`src/rtl/soc_display_scan_pkg.sv`:
```
// Shared definitions for the SoC debug display scanner: page codes,
// blanking constants and the active-low hex segment table.
package soc_display_scan_pkg;

    typedef enum logic [1:0] {
        PAGE_REG12 = 2'd0,
        PAGE_REG34 = 2'd1,
        PAGE_PC    = 2'd2,
        PAGE_ALU   = 2'd3
    } page_e;

    localparam logic [3:0] AN_BLANK  = 4'b1111;
    localparam logic [6:0] SEG_BLANK = 7'b1111111;
    localparam logic       DP_BLANK  = 1'b1;

    // Entry n is the {g..a} pattern for hex digit n; a 0 bit lights the segment.
    localparam logic [15:0][6:0] SEG_TABLE = {
        7'b0001110,  // F
        7'b0000110,  // E
        7'b0100001,  // d
        7'b1000110,  // C
        7'b0000011,  // b
        7'b0001000,  // A
        7'b0010000,  // 9
        7'b0000000,  // 8
        7'b1111000,  // 7
        7'b0000010,  // 6
        7'b0010010,  // 5
        7'b0011001,  // 4
        7'b0110000,  // 3
        7'b0100100,  // 2
        7'b1111001,  // 1
        7'b1000000   // 0
    };

    function automatic logic [3:0] nibble_of(input logic [15:0] snap,
                                             input logic [1:0]  idx);
        return snap[{idx, 2'b00} +: 4];
    endfunction

endpackage

```
`src/rtl/soc_display_scan_hex7seg.sv`:
```
// Combinational 4-bit value to active-low 7-segment pattern decoder.
module hex7seg
    import soc_display_scan_pkg::*;
(
    input  logic [3:0] i_hex,
    output logic [6:0] o_seg
);

    assign o_seg = SEG_TABLE[i_hex];

endmodule

```
`src/rtl/soc_display_scan.sv`:
```
// Four-digit multiplexed 7-segment scanner showing a frame-stable snapshot of
// SoC state, with a sticky exception flag blinked on the decimal point.
module soc_display_scan
    import soc_display_scan_pkg::*;
#(
    parameter int SCAN_DIV     = 16,
    parameter int BLINK_FRAMES = 32,
    parameter int REG_WIDTH    = 8,
    parameter int PC_WIDTH     = 6
) (
    input  logic                 clk,
    input  logic                 rst,
    input  logic [1:0]           Sel,
    input  logic                 Hold,
    input  logic                 ExcClear,
    input  logic [REG_WIDTH-1:0] Register1,
    input  logic [REG_WIDTH-1:0] Register2,
    input  logic [REG_WIDTH-1:0] Register3,
    input  logic [REG_WIDTH-1:0] Register4,
    input  logic [REG_WIDTH-1:0] WriteBack,
    input  logic [REG_WIDTH-1:0] ALUResult,
    input  logic [PC_WIDTH-1:0]  PCout,
    input  logic [2:0]           ExceptionCause,
    output logic [3:0]           An,
    output logic [6:0]           Seg,
    output logic                 Dp,
    output logic                 ExcLatched
);

    localparam int RW8 = (REG_WIDTH < 8) ? REG_WIDTH : 8;
    localparam int PW6 = (PC_WIDTH < 6) ? PC_WIDTH : 6;
    localparam int BW  = (BLINK_FRAMES > 1) ? $clog2(BLINK_FRAMES) : 1;
    localparam logic [BW-1:0] BLINK_LAST = BW'(BLINK_FRAMES - 1);

    logic [SCAN_DIV-1:0] r_presc;
    logic [1:0]          r_idx;
    logic [15:0]         r_snap;
    logic [BW-1:0]       r_blink_cnt;
    logic                r_blink_phase;
    logic                r_exc;
    logic [3:0]          r_an;
    logic [6:0]          r_seg;
    logic                r_dp;

    logic                w_tick;
    logic                w_frame_start;
    logic [1:0]          w_idx_next;
    logic [15:0]         w_page_val;
    logic [15:0]         w_snap_next;
    logic                w_exc_next;
    logic                w_phase_next;
    logic [3:0]          w_nibble;
    logic [6:0]          w_seg;
    logic [7:0]          w_r1, w_r2, w_r3, w_r4, w_wb, w_alu;
    logic [5:0]          w_pc;

    assign w_tick        = &r_presc;
    assign w_idx_next    = r_idx + 2'd1;
    assign w_frame_start = w_tick && (r_idx == 2'd3);

    // Fit the observed values into the fixed 16-bit page layout.
    always_comb begin
        w_r1  = '0;
        w_r2  = '0;
        w_r3  = '0;
        w_r4  = '0;
        w_wb  = '0;
        w_alu = '0;
        w_pc  = '0;
        w_r1[RW8-1:0]  = Register1[RW8-1:0];
        w_r2[RW8-1:0]  = Register2[RW8-1:0];
        w_r3[RW8-1:0]  = Register3[RW8-1:0];
        w_r4[RW8-1:0]  = Register4[RW8-1:0];
        w_wb[RW8-1:0]  = WriteBack[RW8-1:0];
        w_alu[RW8-1:0] = ALUResult[RW8-1:0];
        w_pc[PW6-1:0]  = PCout[PW6-1:0];
    end

    always_comb begin
        w_page_val = '0;
        case (page_e'(Sel))
            PAGE_REG12: w_page_val = {w_r1, w_r2};
            PAGE_REG34: w_page_val = {w_r3, w_r4};
            PAGE_PC:    w_page_val = {2'b00, w_pc, 5'b00000, ExceptionCause};
            PAGE_ALU:   w_page_val = {w_wb, w_alu};
            default:    w_page_val = '0;
        endcase
    end

    // The first digit of a frame must already show the freshly loaded snapshot,
    // so the display path decodes the next-state values, not the registers.
    assign w_snap_next  = (w_frame_start && !Hold) ? w_page_val : r_snap;
    assign w_exc_next   = (ExceptionCause != 3'd0) ? 1'b1 :
                          (ExcClear ? 1'b0 : r_exc);
    assign w_phase_next = (w_frame_start && (r_blink_cnt == BLINK_LAST)) ?
                          ~r_blink_phase : r_blink_phase;
    assign w_nibble     = nibble_of(w_snap_next, w_idx_next);

    hex7seg u_hex7seg (
        .i_hex (w_nibble),
        .o_seg (w_seg)
    );

    always_ff @(posedge clk or negedge rst) begin
        if (!rst) begin
            r_presc <= '0;
            r_idx   <= 2'd3;
        end else begin
            r_presc <= r_presc + SCAN_DIV'(1);
            if (w_tick) begin
                r_idx <= w_idx_next;
            end
        end
    end

    always_ff @(posedge clk or negedge rst) begin
        if (!rst) begin
            r_snap        <= '0;
            r_blink_cnt   <= '0;
            r_blink_phase <= 1'b0;
        end else begin
            r_snap        <= w_snap_next;
            r_blink_phase <= w_phase_next;
            if (w_frame_start) begin
                r_blink_cnt <= (r_blink_cnt == BLINK_LAST) ? '0 :
                               r_blink_cnt + BW'(1);
            end
        end
    end

    always_ff @(posedge clk or negedge rst) begin
        if (!rst) begin
            r_exc <= 1'b0;
        end else begin
            r_exc <= w_exc_next;
        end
    end

    always_ff @(posedge clk or negedge rst) begin
        if (!rst) begin
            r_an  <= AN_BLANK;
            r_seg <= SEG_BLANK;
            r_dp  <= DP_BLANK;
        end else if (w_tick) begin
            r_an  <= ~(4'b0001 << w_idx_next);
            r_seg <= w_seg;
            r_dp  <= ~(w_exc_next & w_phase_next);
        end
    end

    assign An         = r_an;
    assign Seg        = r_seg;
    assign Dp         = r_dp;
    assign ExcLatched = r_exc;

endmodule

```
`config.mk`:
```
export PLATFORM = sky130hd
export DESIGN_NAME = soc_display_scan
export DESIGN_NICKNAME = d
export VERILOG_FILES = /design/src/rtl/soc_display_scan_pkg.sv /design/src/rtl/soc_display_scan_hex7seg.sv /design/src/rtl/soc_display_scan.sv
export SDC_FILE = /design/constraint.sdc
export NUM_CORES = 1
export LEC_CHECK = 0
export ABC_AREA = 1
export BUFFER_PORTS_ARGS = -buffer_cell sky130_fd_sc_hd__buf_2
export CAP_MARGIN = 15
export CORE_MARGIN = 1.5
export CORE_UTILIZATION = 55
export DETAILED_ROUTE_END_ITERATION = 6
export PLACE_DENSITY = 0.82
export SETUP_SLACK_MARGIN = 0.02
export SYNTH_ARGS = -nofsm -noshare
export SYNTH_HDL_FRONTEND = slang
export SYNTH_HIERARCHICAL = 1
export SYNTH_SLANG_ARGS = --single-unit
export TNS_END_PERCENT = 30
```
`constraint.sdc`:
```
create_clock -name clk -period 7.69 [get_ports clk]
set_input_delay 0 -clock clk [delete_from_list [all_inputs] [get_ports clk]]
set_output_delay 0 -clock clk [all_outputs]
set_load 0.01 [all_outputs]
```
# [After elaboration in Yosys (flattened, before gate mapping)]
# Memories as Yosys holds them, arrays and structs flattened. A register that Yosys moved wholly into a read port is not among the register bits.
# Index checks and enable logic that the tools add are counted.
[totals] register_bits=46 output_inout_bits=13 word_cells=37 in_bits=63 rom_bits=112 mem_count=1
[op_classes] eq_ne=5 bitwise=4 n_mux=6 n_shift=2 reduce_logical=8 addsub=3
[mem_list] name="(name not given)" depth=16 width=7 rd=1 rd_ports_with_merged_regs=1 wr=0 line="soc_display_scan_hex7seg.sv:9" text="assign o_seg = SEG_TABLE[i_hex];"
[ops] operator="$pmux W16 S4" n=1
[ops] operator="$add A16 B1 Y16 const B" n=1
[ops] operator="$mux W16" n=1
[ops] operator="$reduce_and A16 Y1" n=1
[ops] operator="$shiftx A16 B5 Y4" n=1
[ops] operator="$eq A2 B2 Y1 const B" n=3
[ops] operator="$add A5 B1 Y5 const B" n=1
[ops] operator="$eq A5 B5 Y1 const B" n=1
[ops] operator="$mux W5" n=1
[ops] operator="$not A4 Y4" n=1
[ops] operator="$shl A1 B2 Y4 const A" n=1
[ops] operator="$logic_and A1 B1 Y1" n=3
[ops] operator="$mux W1" n=3
[ops] operator="$reduce_bool A3 Y1" n=1
[ops] operator="$add A2 B1 Y2 const B" n=1
[ops] operator="$eq A2 B1 Y1 const B" n=1
[ops] operator="$logic_not A1 Y1" n=2
[ops] operator="$logic_not A2 Y1" n=1
[ops] operator="$not A1 Y1" n=2
[ops] operator="$and A1 B1 Y1" n=1

# [Depth between registers and ports, before layout]
[logic_depth] depth_word=6 mapped_depth=19 depth_no_buf=18

# [Modules after synthesis]
# The synthesis kept the hierarchy.
[modules_own_cells] module="soc_display_scan" area_each_um2=2874.0 n_inst=1 seq_area_each_um2=1343.8 cells_per_inst=353
[modules_own_cells] module="hex7seg" area_each_um2=274.0 n_inst=1 seq_area_each_um2=0.0 cells_per_inst=49

# [Worst setup path before layout]
# Ideal clock, no wire load.
[synth_timing] path_kind="register -> register" from="register r_idx[0]" to="register r_seg[3], in the netlist Seg[3]" synth_period_minus_slack_ns=2.569 t_arrival_ns=2.508 t_required_ns=7.630 setup_time_ns=0.060 n_path_buf=1 path_stages_with_launch=14 path_slack_ns=5.121 path_cell_list="dfstp_2 -> clkbuf_1 -> clkinv_1 -> ha_1 -> inv_1 -> nand3_1 -> nand2_1 -> inv_1 -> ha_1 -> nand2_1 -> nand3_1 -> nand2_1 -> nand2_1 -> nand2_1"
[synth_between] word_cells_on_any_way=6 cone_classes="1 x add/sub; 1 x eq/ne; 1 x shift; 1 x mux; 2 x reduce/logical"
[synth_lines] item="from (decl)" line="soc_display_scan.sv:36" text="logic [1:0] r_idx;"
[synth_lines] item="from (signal assigned)" line="soc_display_scan.sv:111" text="r_idx <= w_idx_next;"
[synth_lines] item="$add A2 B1 Y2" line="soc_display_scan.sv:58" text="assign w_idx_next = r_idx + 2'd1;"
[synth_lines] item="via w_idx_next[0]" line="soc_display_scan.sv:47" text="logic [1:0] w_idx_next;"
[synth_lines] item="$shiftx A16 B5 Y4" line="soc_display_scan_pkg.sv:38" text="return snap[{idx, 2'b00} +: 4];"
[synth_lines] item="via w_nibble[0]" line="soc_display_scan.sv:52" text="logic [3:0] w_nibble;"
[synth_lines] item="to (decl)" line="soc_display_scan.sv:42" text="logic [6:0] r_seg;"
# The timed path passes the listed nets, and every way through them passes these cells.
# A chain may end at the register's enable or synchronous reset.

# [Final worst setup path]
[layout_timing] from="register r_presc[0]" to="register r_seg[3], in the netlist Seg[3]"
[layout_between] elab_chain_len=5
[layout_rtl] item="from (decl)" line="soc_display_scan.sv:35" text="logic [SCAN_DIV-1:0] r_presc;"
[layout_rtl] item="from (signal assigned)" line="soc_display_scan.sv:109" text="r_presc <= r_presc + SCAN_DIV'(1);"
[layout_rtl] item="$reduce_and A16 Y1" line="soc_display_scan.sv:57" text="assign w_tick = &r_presc;"
[layout_rtl] item="$logic_and A1 B1 Y1" line="soc_display_scan.sv:59" text="assign w_frame_start = w_tick && (r_idx == 2'd3);"
[layout_rtl] item="$logic_and A1 B1 Y1" line="soc_display_scan.sv:92" text="assign w_snap_next = (w_frame_start && !Hold) ? w_page_val : r_snap;"
[layout_rtl] item="$mux W16" line="soc_display_scan.sv:92"
[layout_rtl] item="$shiftx A16 B5 Y4" line="soc_display_scan_pkg.sv:38"
[layout_rtl] item="via w_nibble[0]" line="soc_display_scan.sv:52"
# The timed path passes the listed nets, and every way through them passes these cells.

==> impl_metrics.env <==
export IMPL_htree_levels=2
export IMPL_cp_start_kind="flip-flop"
export IMPL_dieArea_mm2=0.00619
export IMPL_finalNetCount=545
export IMPL_antenna_found_initial=0
export IMPL_cts_resized=0
export IMPL_port_buffers=75
export IMPL_crit_required_ps=7950
export IMPL_layout_min_cycle_time_ps=3170
export IMPL_r2r_end="Seg[3]$_DFFE_PN1P_"
export IMPL_ys_warnings_count=6
export IMPL_hpwlAfterDp_um=5040
export IMPL_route_detailed_drc=0
export IMPL_die_y_um=78.7
export IMPL_core_area_mm2=0.00551
export IMPL_root_buffer="clkbuf_8"
export IMPL_period_share_pct=41.2
export IMPL_grtUsageTotal_pct=24.0
export IMPL_wl_per_cell_um=12.4
export IMPL_ys_seq_area_share_pct=42.7
export IMPL_first_global_vias=2810
export IMPL_grt_use_met1_pct=29.5
export IMPL_synthCells=402
export IMPL_ir_drop_mv=0.0825
export IMPL_syn_area_mm2=0.00315
export IMPL_leakage_nw=1.89
export IMPL_use_met3_pct=4.07
export IMPL_endpoint_kind="flip-flop"
export IMPL_rsz0062_at_grt="no"
export IMPL_yosysMostFrequentCell="nand2_1"
export IMPL_p_per_area_mw_per_mm2=133
export IMPL_fin_util_pct=65.9
export IMPL_internal_power_w=0.000362
export IMPL_setup_viol=0
export IMPL_top_usage_layer="met2"
export IMPL_pwr_share_comb_pct=8.9
export IMPL_status="finished clean"
export IMPL_clock_sinks=53
export IMPL_clock_fmax_mhz=315
export IMPL_crit_type="flip-flop to flip-flop"
export IMPL_gp_congestion=0.944
export IMPL_maxCapViolCount=0
export IMPL_fin_skew_ps=7.65
export IMPL_io_pins=76
export IMPL_fin_setup_tns_ps=0
export IMPL_final_setup_worst_slack_ps=4520
export IMPL_grt_pass1_wl_um=12000
export IMPL_endpoint="Seg[3]$_DFFE_PN1P_"
export IMPL_fp_dieW_um=78.7
export IMPL_dr_pass1_iters=4
export IMPL_cts_buffers=5
export IMPL_avgSynthCellArea_um2=7.83
export IMPL_synth_top_area_cell="dfrtp_1"
export IMPL_startpoint="r_presc[0]$_DFF_PN0_"
export IMPL_cts_buffer_depth=2
export IMPL_swShare_pct=24.7
export IMPL_routed_wl_um=6700
export IMPL_synthTopCellsByCount="120 x nand2_1, 87 x nand3_1, 39 x dfrtp_1"
export IMPL_clock_power_share_pct=33.1
export IMPL_holdWs_ps=80.9
export IMPL_initial_core_util_pct=57.2
export IMPL_p_sw_w=0.000119
export IMPL_clk_pin_slew_worst_paths_ps=100
export IMPL_slew_headroom_pct=50.5
export IMPL_drtIter0Drc=169
export IMPL_seqPwrFrac_pct=58.0
export IMPL_hold_violations=0
export IMPL_r2r_start="r_presc[0]$_DFF_PN0_"
export IMPL_syn_num_nets=479
export IMPL_worst_pin_slew_ps=743
export IMPL_critPathMaxFanout=31
export IMPL_grt_max_degree=54
export IMPL_cts_tree="yes"
export IMPL_placementRows=27
export IMPL_pre_cts_ws_ps=4530
export IMPL_drv_slew=0
export IMPL_use_met2_pct=43.4
export IMPL_hold_path_class="input port to flip-flop"
export IMPL_rrSetupSlack_ps=4520
export IMPL_synth_top_area_share_pct=31.0
export IMPL_insertion_delay_ps=310
export IMPL_synthTopCellsByArea="dfrtp_1 31%, nand2_1 14%, nand3_1 14%, dfstp_2 12%, nand4_1 6.0%"
export IMPL_synthArstFlopShare_pct=100
export IMPL_diodes=0
export IMPL_num_vias=2887
export IMPL_via_per_inst=5.34
export IMPL_yosys_most_used_dff="dfrtp_1"
export IMPL_grt_overflow_total=0
export IMPL_ys_types=31
export IMPL_area_delta_synth_final_pct=15.3
export IMPL_route_antenna_remaining_nets=0
export IMPL_synth_edff_count=0
export IMPL_drive_above_1_share_pct=23.5
export IMPL_ys_ff_latch=53
export IMPL_worstPathArrival_ps=3430
export IMPL_reg2reg_depth=17
export IMPL_holdPathStages=6
==> area by class of cell <==
cell class                      count  area (um^2)
Clock buffer                        5         68.8
Clock inverter                      3         21.3
Fill cell                         475         1880
Inverter                           25         93.8
Multi-Input combinational cell    304         1600
Sequential cell                    53         1340
Tap cell                           72         90.1
Timing Repair Buffer               79          413
==> critical path, stage by stage, from the launching register on <==
cell,delay (ps)
dfrtp_1,380
ha_1,180
nand2_1,90
nor2_4,120
nand2_2,120
nor2_4,590
nand3_4,330
nand2_1,180
nand3_1,80
nand3_1,90
nand2_1,130
inv_1,180
ha_1,270
nand2_1,70
nand3_1,90
nand2_1,70
nand2_1,50
nand2_1,100
==> metal layers <==
metal  wire length (um)  share of wire, %  up-vias
met5                  0                 0        -
met4                 70               1.0        0
met3                295               4.4        7
met2               3390                51       71
met1               2940                44     1338
li1                   -                 -     1471
==> repair_timing <==
item | in CTS | in global routing
hold buffers | 3 | 0
setup buffers | 0 | 0
hold endpoints to repair | 40 | 0
==> layout by cell type (no fill, tap or decap), types with 3 or more instances in the layout <==
cell type / instances
clkbuf_8: 5
o21ai_1: 4
xor2_1: 10
o21ai_0: 3
dfstp_2: 14
ha_1: 14
inv_1: 18
inv_2: 4
dlygate4sd3_1: 3
nor2_1: 15
clkinv_1: 3
nand3_1: 87
nand4_1: 30
xnor2_1: 6
buf_2: 75
nand2_1: 120
dfrtp_1: 39
==> metrics by stage <==
stage	power (W)	instance area, um^2	std cells
2_1_floorplan	0.000303	3150	402
3_3_place_gp	0.000326	3510	530
3_5_place_dp	0.000326	3510	530
4_1_cts	0.000486	3630	541
5_1_grt	0.000502	3630	541
6_report	0.000482	3630	541
==> power by group through the flow <==
stage	clock network (W)	registers, W	logic, W
floorplan	0	0.000284	0.0000185
global placement	0	0.000284	0.0000416
detailed placement	0	0.000284	0.0000420
CTS	0.000164	0.000279	0.0000430
global route	0.000174	0.000279	0.0000490
finish	0.000160	0.000279	0.0000428
==> worst min path at each step <==
stage,slack (ps),from,to
after floorplan,-300,rst,ExcLatched$_DFF_PN0_
after global placement,150,rst,r_blink_cnt[2]$_DFFE_PN0P_
after detailed placement,150,rst,r_blink_cnt[2]$_DFFE_PN0P_
after CTS,70,ExceptionCause[1],Dp$_DFFE_PN1P_
after global routing,120,Register1[3],r_snap[11]$_DFF_PN0_
final,80,ExceptionCause[1],Dp$_DFFE_PN1P_
==> sequential cells by signal, summed over array words and instances, names as in the netlist <==
signal / cells
r_blink_phase: 1
r_idx: 2
r_snap: 16
An: 4
r_presc: 16
Seg: 7
r_blink_cnt: 5
ExcLatched: 1
Dp: 1
==> kinds of logic (layout without fill, tap and decap cells) <==
family	Yosys count	in the layout	synth area share, %
DFF	53	53	42.7
AOI/OAI and AO/OA	11	11	2.07
buffers and inverters	45	112	6.56
and+or+nand+nor	263	263	38.7
adders and majority gates	14	14	5.56
xor gates and xnor gates	16	16	4.45
Note: power is estimated with default switching activity, not from simulation.
